## src/rtl/wb_pkg.sv

```systemverilog
// Shared types and helpers for the writeback stage: load-entry payload,
// load size encoding, and the load alignment/extension functions.
package wb_pkg;

  localparam int unsigned XLEN  = 64;
  localparam int unsigned REG_W = 5;

  typedef enum logic [1:0] {
    LD_B = 2'd0,
    LD_H = 2'd1,
    LD_W = 2'd2,
    LD_D = 2'd3
  } ld_size_e;

  typedef struct packed {
    logic [REG_W-1:0] rd;
    logic [XLEN-1:0]  data;
    logic [2:0]       offset;
    ld_size_e         size;
    logic             is_unsigned;
  } ld_entry_t;

  // Right-justify the addressed bytes and sign/zero-extend them to XLEN.
  function automatic logic [XLEN-1:0] load_extend(
    input logic [XLEN-1:0] data,
    input logic [2:0]      offset,
    input ld_size_e        size,
    input logic            is_unsigned
  );
    logic [XLEN-1:0] shifted;
    logic [XLEN-1:0] result;
    shifted = data >> {offset, 3'b000};
    result  = shifted;
    case (size)
      LD_B: result = is_unsigned ? {{(XLEN-8){1'b0}}, shifted[7:0]}
                                 : {{(XLEN-8){shifted[7]}}, shifted[7:0]};
      LD_H: result = is_unsigned ? {{(XLEN-16){1'b0}}, shifted[15:0]}
                                 : {{(XLEN-16){shifted[15]}}, shifted[15:0]};
      LD_W: result = is_unsigned ? {{(XLEN-32){1'b0}}, shifted[31:0]}
                                 : {{(XLEN-32){shifted[31]}}, shifted[31:0]};
      LD_D: result = shifted;
    endcase
    return result;
  endfunction

  // Natural alignment: the offset must be a multiple of the access size.
  function automatic logic load_misaligned(
    input logic [2:0] offset,
    input ld_size_e   size
  );
    logic bad;
    bad = 1'b0;
    case (size)
      LD_B: bad = 1'b0;
      LD_H: bad = offset[0];
      LD_W: bad = |offset[1:0];
      LD_D: bad = |offset;
    endcase
    return bad;
  endfunction

endpackage

```

## src/rtl/wb_load_fifo.sv

```systemverilog
// Small circular FIFO holding raw load responses until the writeback port
// can retire them.
module wb_load_fifo
  import wb_pkg::*;
#(
  parameter int unsigned DEPTH = 2
) (
  input  logic                         clk,
  input  logic                         reset,
  input  logic                         push,
  input  ld_entry_t                    din,
  input  logic                         pop,
  output ld_entry_t                    head,
  output logic                         full,
  output logic                         empty,
  output logic [$clog2(DEPTH+1)-1:0]   count
);

  localparam int unsigned PTR_W = (DEPTH > 1) ? $clog2(DEPTH) : 1;
  localparam int unsigned CNT_W = $clog2(DEPTH + 1);

  ld_entry_t        mem_q [DEPTH];
  ld_entry_t        mem_d [DEPTH];
  logic [PTR_W-1:0] wr_ptr_q, wr_ptr_d;
  logic [PTR_W-1:0] rd_ptr_q, rd_ptr_d;
  logic [CNT_W-1:0] count_q, count_d;
  logic             do_push, do_pop;

  assign full  = (count_q == CNT_W'(DEPTH));
  assign empty = (count_q == '0);
  assign count = count_q;
  assign head  = mem_q[rd_ptr_q];

  // Pointer/count update; depth is a power of two so pointers wrap naturally.
  always_comb begin
    mem_d    = mem_q;
    wr_ptr_d = wr_ptr_q;
    rd_ptr_d = rd_ptr_q;
    count_d  = count_q;
    do_push  = push && !full;
    do_pop   = pop && !empty;
    if (do_push) begin
      mem_d[wr_ptr_q] = din;
      wr_ptr_d        = wr_ptr_q + PTR_W'(1);
    end
    if (do_pop) begin
      rd_ptr_d = rd_ptr_q + PTR_W'(1);
    end
    case ({do_push, do_pop})
      2'b10:   count_d = count_q + CNT_W'(1);
      2'b01:   count_d = count_q - CNT_W'(1);
      default: count_d = count_q;
    endcase
  end

  always_ff @(posedge clk) begin
    if (reset) begin
      wr_ptr_q <= '0;
      rd_ptr_q <= '0;
      count_q  <= '0;
    end else begin
      wr_ptr_q <= wr_ptr_d;
      rd_ptr_q <= rd_ptr_d;
      count_q  <= count_d;
    end
  end

  // Storage carries no reset; validity is tracked by count/pointers.
  always_ff @(posedge clk) begin
    mem_q <= mem_d;
  end

endmodule

```

## src/rtl/writeback_stage.sv

```systemverilog
// Final pipeline stage: merges ALU results and queued, extended load data onto
// the single register-file write port, with loads taking strict priority.
module writeback_stage #(
  parameter int unsigned XLEN     = 64,
  parameter int unsigned LQ_DEPTH = 2
) (
  input  logic            clk,
  input  logic            reset,
  input  logic            alu_valid,
  output logic            alu_ready,
  input  logic [4:0]      alu_rd,
  input  logic [XLEN-1:0] alu_result,
  input  logic            ld_valid,
  output logic            ld_ready,
  input  logic [4:0]      ld_rd,
  input  logic [XLEN-1:0] ld_data,
  input  logic [2:0]      ld_offset,
  input  logic [1:0]      ld_size,
  input  logic            ld_unsigned,
  output logic            write_sig,
  output logic [4:0]      write_reg,
  output logic [XLEN-1:0] write_val,
  output logic            misalign_err,
  output logic [63:0]     wb_count
);

  import wb_pkg::*;

  localparam int unsigned CNT_W = $clog2(LQ_DEPTH + 1);

  logic             lq_push, lq_pop, lq_full, lq_empty;
  logic [CNT_W-1:0] lq_count;
  ld_entry_t        lq_in, lq_head;
  logic             alu_fire;
  logic             head_misaligned;
  logic [XLEN-1:0]  head_value;

  logic             sel_valid;
  logic [4:0]       sel_rd;
  logic [XLEN-1:0]  sel_val;

  logic             write_sig_q, write_sig_d;
  logic [4:0]       write_reg_q, write_reg_d;
  logic [XLEN-1:0]  write_val_q, write_val_d;
  logic             misalign_err_q, misalign_err_d;
  logic [63:0]      wb_count_q, wb_count_d;

  // Handshake readiness depends only on registered queue occupancy.
  assign ld_ready  = !lq_full;
  assign alu_ready = (lq_count == '0);

  always_comb begin
    lq_in.rd          = ld_rd;
    lq_in.data        = ld_data;
    lq_in.offset      = ld_offset;
    lq_in.size        = ld_size_e'(ld_size);
    lq_in.is_unsigned = ld_unsigned;
    lq_push           = ld_valid && ld_ready;
    lq_pop            = !lq_empty;
    alu_fire          = alu_valid && alu_ready;
    head_misaligned   = load_misaligned(lq_head.offset, lq_head.size);
    head_value        = load_extend(lq_head.data, lq_head.offset,
                                    lq_head.size, lq_head.is_unsigned);
  end

  wb_load_fifo #(
    .DEPTH (LQ_DEPTH)
  ) u_load_fifo (
    .clk   (clk),
    .reset (reset),
    .push  (lq_push),
    .din   (lq_in),
    .pop   (lq_pop),
    .head  (lq_head),
    .full  (lq_full),
    .empty (lq_empty),
    .count (lq_count)
  );

  // Source selection: queued loads first, then an ALU transfer, else idle.
  always_comb begin
    sel_valid      = 1'b0;
    sel_rd         = '0;
    sel_val        = '0;
    misalign_err_d = 1'b0;
    if (lq_pop) begin
      if (head_misaligned) begin
        misalign_err_d = 1'b1;
      end else begin
        sel_valid = 1'b1;
        sel_rd    = lq_head.rd;
        sel_val   = head_value;
      end
    end else if (alu_fire) begin
      sel_valid = 1'b1;
      sel_rd    = alu_rd;
      sel_val   = alu_result;
    end
  end

  // Retire: x0 targets count as retired but never raise the write enable.
  always_comb begin
    write_sig_d = 1'b0;
    write_reg_d = write_reg_q;
    write_val_d = write_val_q;
    wb_count_d  = wb_count_q;
    if (sel_valid) begin
      write_sig_d = (sel_rd != 5'd0);
      write_reg_d = sel_rd;
      write_val_d = sel_val;
      wb_count_d  = wb_count_q + 64'd1;
    end
  end

  always_ff @(posedge clk) begin
    if (reset) begin
      write_sig_q    <= 1'b0;
      write_reg_q    <= '0;
      write_val_q    <= '0;
      misalign_err_q <= 1'b0;
      wb_count_q     <= '0;
    end else begin
      write_sig_q    <= write_sig_d;
      write_reg_q    <= write_reg_d;
      write_val_q    <= write_val_d;
      misalign_err_q <= misalign_err_d;
      wb_count_q     <= wb_count_d;
    end
  end

  assign write_sig    = write_sig_q;
  assign write_reg    = write_reg_q;
  assign write_val    = write_val_q;
  assign misalign_err = misalign_err_q;
  assign wb_count     = wb_count_q;

endmodule

```

## config.mk

```make
export PLATFORM = sky130hd
export DESIGN_NAME = writeback_stage
export DESIGN_NICKNAME = d
export VERILOG_FILES = /design/src/rtl/wb_pkg.sv /design/src/rtl/wb_load_fifo.sv /design/src/rtl/writeback_stage.sv
export SDC_FILE = /design/constraint.sdc
export NUM_CORES = 1
export LEC_CHECK = 0
export CORE_ASPECT_RATIO = 0.5
export CORE_MARGIN = 2
export CORE_UTILIZATION = 49
export DETAILED_ROUTE_END_ITERATION = 12
export GPL_TIMING_DRIVEN = 0
export PLACE_DENSITY = 0.74
export SLEW_MARGIN = 30
export SYNTH_ARGS = -nofsm -noshare
export SYNTH_HDL_FRONTEND = slang
export SYNTH_HIERARCHICAL = 1
export SYNTH_SLANG_ARGS = --single-unit
```

## constraint.sdc

```tcl
create_clock -name clk -period 5.9 [get_ports clk]
set_input_delay 0.59 -clock clk [delete_from_list [all_inputs] [get_ports clk]]
set_output_delay 0.59 -clock clk [all_outputs]
set_load 0.03 [all_outputs]
```

==> report_table.html <==
<table>
<tr><th>Metric</th><th>Value</th></tr>
<tr><th colspan="2">Die</th></tr>
<tr><td>Number of top-level design ports</td><td>between 200 and 300</td></tr>
<tr><td>Die area</td><td>between 20000 and 30000 um^2</td></tr>
<tr><td>Site row count</td><td>42</td></tr>
<tr><td>Starting density of the core</td><td>0.503</td></tr>
<tr><td>Die X</td><td>238 um</td></tr>
<tr><td>Core box area</td><td>26600 um^2</td></tr>
<tr><td>Die Height</td><td>between 100 and 150 um</td></tr>
<tr><th colspan="2">Detailed routing</th></tr>
<tr><td>Number of nets with antenna violations after detailed routing</td><td>0</td></tr>
<tr><td>Total wirelength of the detailed-routed design</td><td>around 44000 um</td></tr>
<tr><td>First DRT Iteration DRCs</td><td>~1100</td></tr>
<tr><td>Vias per inst</td><td>6.16</td></tr>
<tr><td>Count of unresolved DRC violations after routing</td><td>0</td></tr>
<tr><td>Total via count in the routed design</td><td>about 11000</td></tr>
<tr><td>Detailed-routing iteration count for the pre-antenna-repair pass</td><td>5</td></tr>
<tr><td>Avg WL per Cell</td><td>23.8 um</td></tr>
<tr><th colspan="2">Worst setup path</th></tr>
<tr><td>Critical path launch point</td><td>u_load_fifo/rd_ptr_q$_SDFFE_PP0P_</td></tr>
<tr><td>Kind of end point of the critical path</td><td>flop</td></tr>
<tr><td>Standard cell with the maximum stage delay on the critical path</td><td>mux4_2</td></tr>
<tr><td>Data required time at the worst endpoint</td><td>6.34 ns</td></tr>
<tr><td>Category of the most critical setup path</td><td>flop to flop</td></tr>
<tr><td>Cell breakdown of the critical path</td><td>buf_2 -&gt; buf_4 -&gt; mux2_2 -&gt; mux4_2 -&gt; mux2_2 -&gt; a22oi_1 -&gt; buf_2 -&gt; buf_1 -&gt; a21oi_1 -&gt; a221o_1</td></tr>
<tr><td>Largest driver fanout on the critical path</td><td>10</td></tr>
<tr><td>Startpoint kind of the worst setup timing path</td><td>flop</td></tr>
<tr><td>Arrival time at the worst endpoint</td><td>~4.3 ns</td></tr>
<tr><td>Delay of the slowest critical-path stage</td><td>0.47 ns</td></tr>
<tr><td>Worst R2R Start</td><td>u_load_fifo/rd_ptr_q$_SDFFE_PP0P_</td></tr>
<tr><th colspan="2">Power and ir drop</th></tr>
<tr><td>Leakage</td><td>slightly below 6 nW</td></tr>
<tr><td>Power per unit of standard cell area</td><td>490 nW/um^2</td></tr>
<tr><td>Worst IR drop on VDD</td><td>0.229 mV</td></tr>
<tr><th colspan="2">Synthesis</th></tr>
<tr><td>Register area share after synthesis</td><td>0.543</td></tr>
<tr><td>Synthesized Nets</td><td>roughly 1300</td></tr>
<tr><td>Cell area after technology mapping</td><td>~13000 um^2</td></tr>
<tr><td>Share of synthesized flip-flops with an asynchronous set or reset</td><td>0</td></tr>
<tr><td>Dominant register cell in the synthesized netlist</td><td>edfxtp_1</td></tr>
<tr><td>Average cell area after synthesis</td><td>approximately 11 um^2</td></tr>
<tr><td>Distinct cells, synth</td><td>60</td></tr>
<tr><td>Count of mapped cells out of synthesis</td><td>between 1000 and 1500</td></tr>
<tr><td>Seq cells post-synth</td><td>between 200 and 300</td></tr>
<tr><td>Area share of the largest cell type after synthesis</td><td>0.336</td></tr>
<tr><td>Area leader, netlist</td><td>edfxtp_1</td></tr>
<tr><td>Number of flops mapped to enable cells by yosys</td><td>150</td></tr>
<tr><td>Main area contributors after synthesis</td><td>edfxtp_1 34%, dfxtp_1 21%, mux2_2 6.6%, a221o_1 3.6%, mux2i_1 3.4%</td></tr>
<tr><td>Warning count from the yosys run</td><td>6</td></tr>
<tr><th colspan="2">Cells and area</th></tr>
<tr><td>Core utilization of the finished layout</td><td>0.664</td></tr>
<tr><td>Number of non-filler instances in the completed layout</td><td>roughly 1900</td></tr>
<tr><td>Final instance area</td><td>roughly 18000 um^2</td></tr>
<tr><td>Register name with the most flops</td><td>u_load_fifo/mem_q</td></tr>
<tr><td>Layout cell share with drive strength beyond 1</td><td>0.124</td></tr>
<tr><td>Total Nets Final</td><td>~1600</td></tr>
<tr><td>Top library cells by usage in the layout, fill and taps aside</td><td>284 x clkdlybuf4s50_1, 150 x edfxtp_1, 139 x dfxtp_1</td></tr>
<tr><td>Max reg flops</td><td>150</td></tr>
<tr><td>Layout overhead on the synthesized area</td><td>31.9%</td></tr>
<tr><td>Most frequent standard cell in the layout excluding fill and tap cells</td><td>clkdlybuf4s50_1</td></tr>
<tr><th colspan="2">Placement</th></tr>
<tr><td>Final weighted congestion in routability-driven placement</td><td>around 0.97</td></tr>
<tr><td>Cell area after placement</td><td>16800 um^2</td></tr>
<tr><td># port buffers</td><td>~280</td></tr>
<tr><td>Half-perimeter wire length of the detailed placement result</td><td>~34000 um</td></tr>
<tr><td>Number of cells in the design after placement</td><td>roughly 1800</td></tr>
<tr><th colspan="2">Timing</th></tr>
<tr><td>Worst-case clock skew</td><td>0.0152 ns</td></tr>
<tr><td>Final clock period utilization by the worst path</td><td>0.657</td></tr>
<tr><td>Max frequency</td><td>0.258 GHz</td></tr>
<tr><td>Count of final setup violators</td><td>0</td></tr>
<tr><td>Worst-margin pin slew</td><td>between 0.9 and 1 ns</td></tr>
<tr><td>Setup TNS</td><td>0 ns</td></tr>
<tr><td>Max-slew violations</td><td>0</td></tr>
<tr><td>Minimum hold slack</td><td>around 0.47 ns</td></tr>
<tr><td>Minimum clock period</td><td>about 3.9 ns</td></tr>
<tr><td>Max-slew headroom at the worst pin</td><td>0.379</td></tr>
<tr><td>Number of endpoints with negative hold slack in the final report</td><td>0</td></tr>
<tr><td>RSZ-0062 raised after global routing</td><td>no</td></tr>
<tr><th colspan="2">Clock tree</th></tr>
<tr><td>Cell at the root of the clock tree</td><td>clkbuf_16</td></tr>
<tr><td>TritonCTS clock tree</td><td>yes</td></tr>
<tr><td>CTS sink cnt</td><td>289</td></tr>
<tr><td>Post CTS Setup Buffer Count</td><td>0</td></tr>
<tr><td>Insertion delay to the later sink of the worst-skew pair</td><td>approximately 0.56 ns</td></tr>
<tr><td>Cts hold-fix bufs</td><td>0</td></tr>
<tr><td>Clock-pin slew on the worst setup and hold paths</td><td>roughly 0.070 ns</td></tr>
<tr><td>Number of H-tree levels</td><td>1</td></tr>
<tr><td>Largest buffer count on any clock path</td><td>3</td></tr>
<tr><td>Total clock buffers created by CTS</td><td>26</td></tr>
<tr><td>Number of gates resized after CTS</td><td>0</td></tr>
<tr><th colspan="2">Global route</th></tr>
<tr><td>Wire length of the first global-routing pass</td><td>approximately 66000 um</td></tr>
<tr><td>Pin count of the biggest net entering global routing</td><td>48</td></tr>
<tr><td>Initial antenna violation count</td><td>2</td></tr>
<tr><td>Number of global-route vias before repair</td><td>around 11000</td></tr>
<tr><td>Total global routing track utilization</td><td>0.300</td></tr>
<tr><td>Overflow after GRT</td><td>0</td></tr>
<tr><th colspan="2">Job</th></tr>
<tr><td>Max_cap viols</td><td>0</td></tr>
<tr><th colspan="2">Status</th></tr>
<tr><td>Result of the run</td><td>finished, final reports clean</td></tr>
<tr><th colspan="2">Hold path</th></tr>
<tr><td>Hold path startpoint</td><td>write_reg[3]$_SDFFE_PP0P_</td></tr>
<tr><td>Min-delay worst type</td><td>flop to flop</td></tr>
</table>
==> cell type report <==
class / count / area, um^2
antenna: 2 / 5.00
buffer: 90 / 408
clock buffer: 35 / 747
clock inverter: 13 / 178
fill: 2047 / 8950
inverter: 13 / 51.3
multi-input combinational: 782 / 5680
sequential: 289 / 7290
tap: 352 / 440
timing repair buffer: 286 / 2900
==> path summary, 6_finish.rpt <==
path / to / slack, ns / cells after the start
worst min register to register: write_reg[3]$_SDFFE_PP0P_ / 0.47 / 2
worst max register to register: write_val[31]$_SDFFE_PP0P_ / 2.03 / 10
worst max-delay path: write_val[31]$_SDFFE_PP0P_ / 2.03 / 10
worst min-delay path: write_reg[3]$_SDFFE_PP0P_ / 0.47 / 2
==> synthesized netlist by cell type (15+ instances only) <==
cell type and n:
or4_1 23, o22ai_1 15, buf_2 20, nand2_1 58
o31ai_1 21, a21oi_1 84, a31oi_1 33, a221o_1 48
dfxtp_1 139, mux2_2 79, a211oi_1 22, o21ai_0 56
o211ai_1 16, nor2b_1 18, nand4_1 15, or3_1 21
edfxtp_1 150, clkbuf_1 60, mux2i_1 46, nand3_1 21
nor2_1 48
==> report_power, final <==
group          internal, mW  switching [mW]  leakage (nW)
registers              2.61           0.206          2.53
logic                  1.51            2.50          2.86
clock network          1.07           0.783         0.451
total                  5.19            3.48          5.84
==> layer usage <==
metal / vias to the layer above / wire length [um] / part of all wire / track usage
met3: 87 / 3550 / 0.080 / 0.0680
met2: 487 / 20800 / 0.47 / 0.492
met5: - / 0 / 0 / 0
met4: 0 / 1360 / 0.031 / 0.0971
li1: 5215 / - / - / -
met1: 5675 / 18600 / 0.42 / 0.398
==> logic make-up after synthesis <==
| logic type | count (synthesis) | share of synthesized area |
|---|---|---|
| AO/OA/AOI/OAI | 342 | 0.174 |
| buffers and inverters | 103 | 0.0341 |
| XOR/XNOR | 22 | 0.0144 |
| flip-flops | 289 | 0.543 |
| adder cells (fa/ha/maj) | 2 | 0.00187 |
| multiplexers | 134 | 0.116 |
| AND/OR/NAND/NOR | 282 | 0.117 |
==> critical path, delay by kind of cell (launching register included) <==
family	cells	cell delay, ns
AO/OA/AOI/OAI	3	0.80
buffers and inverters	4	1.37
flip-flops	1	0.36
multiplexers	3	1.21
==> metrics by stage <==
stage	setup WS, ns	power [mW]
2_1_floorplan	2.82	5.21
3_5_place_dp	2.09	6.75
4_1_cts	2.07	8.60
5_1_grt	1.93	9.00
3_3_place_gp	1.46	6.68
6_report	2.03	8.67
(Power assumes the default switching activity.)
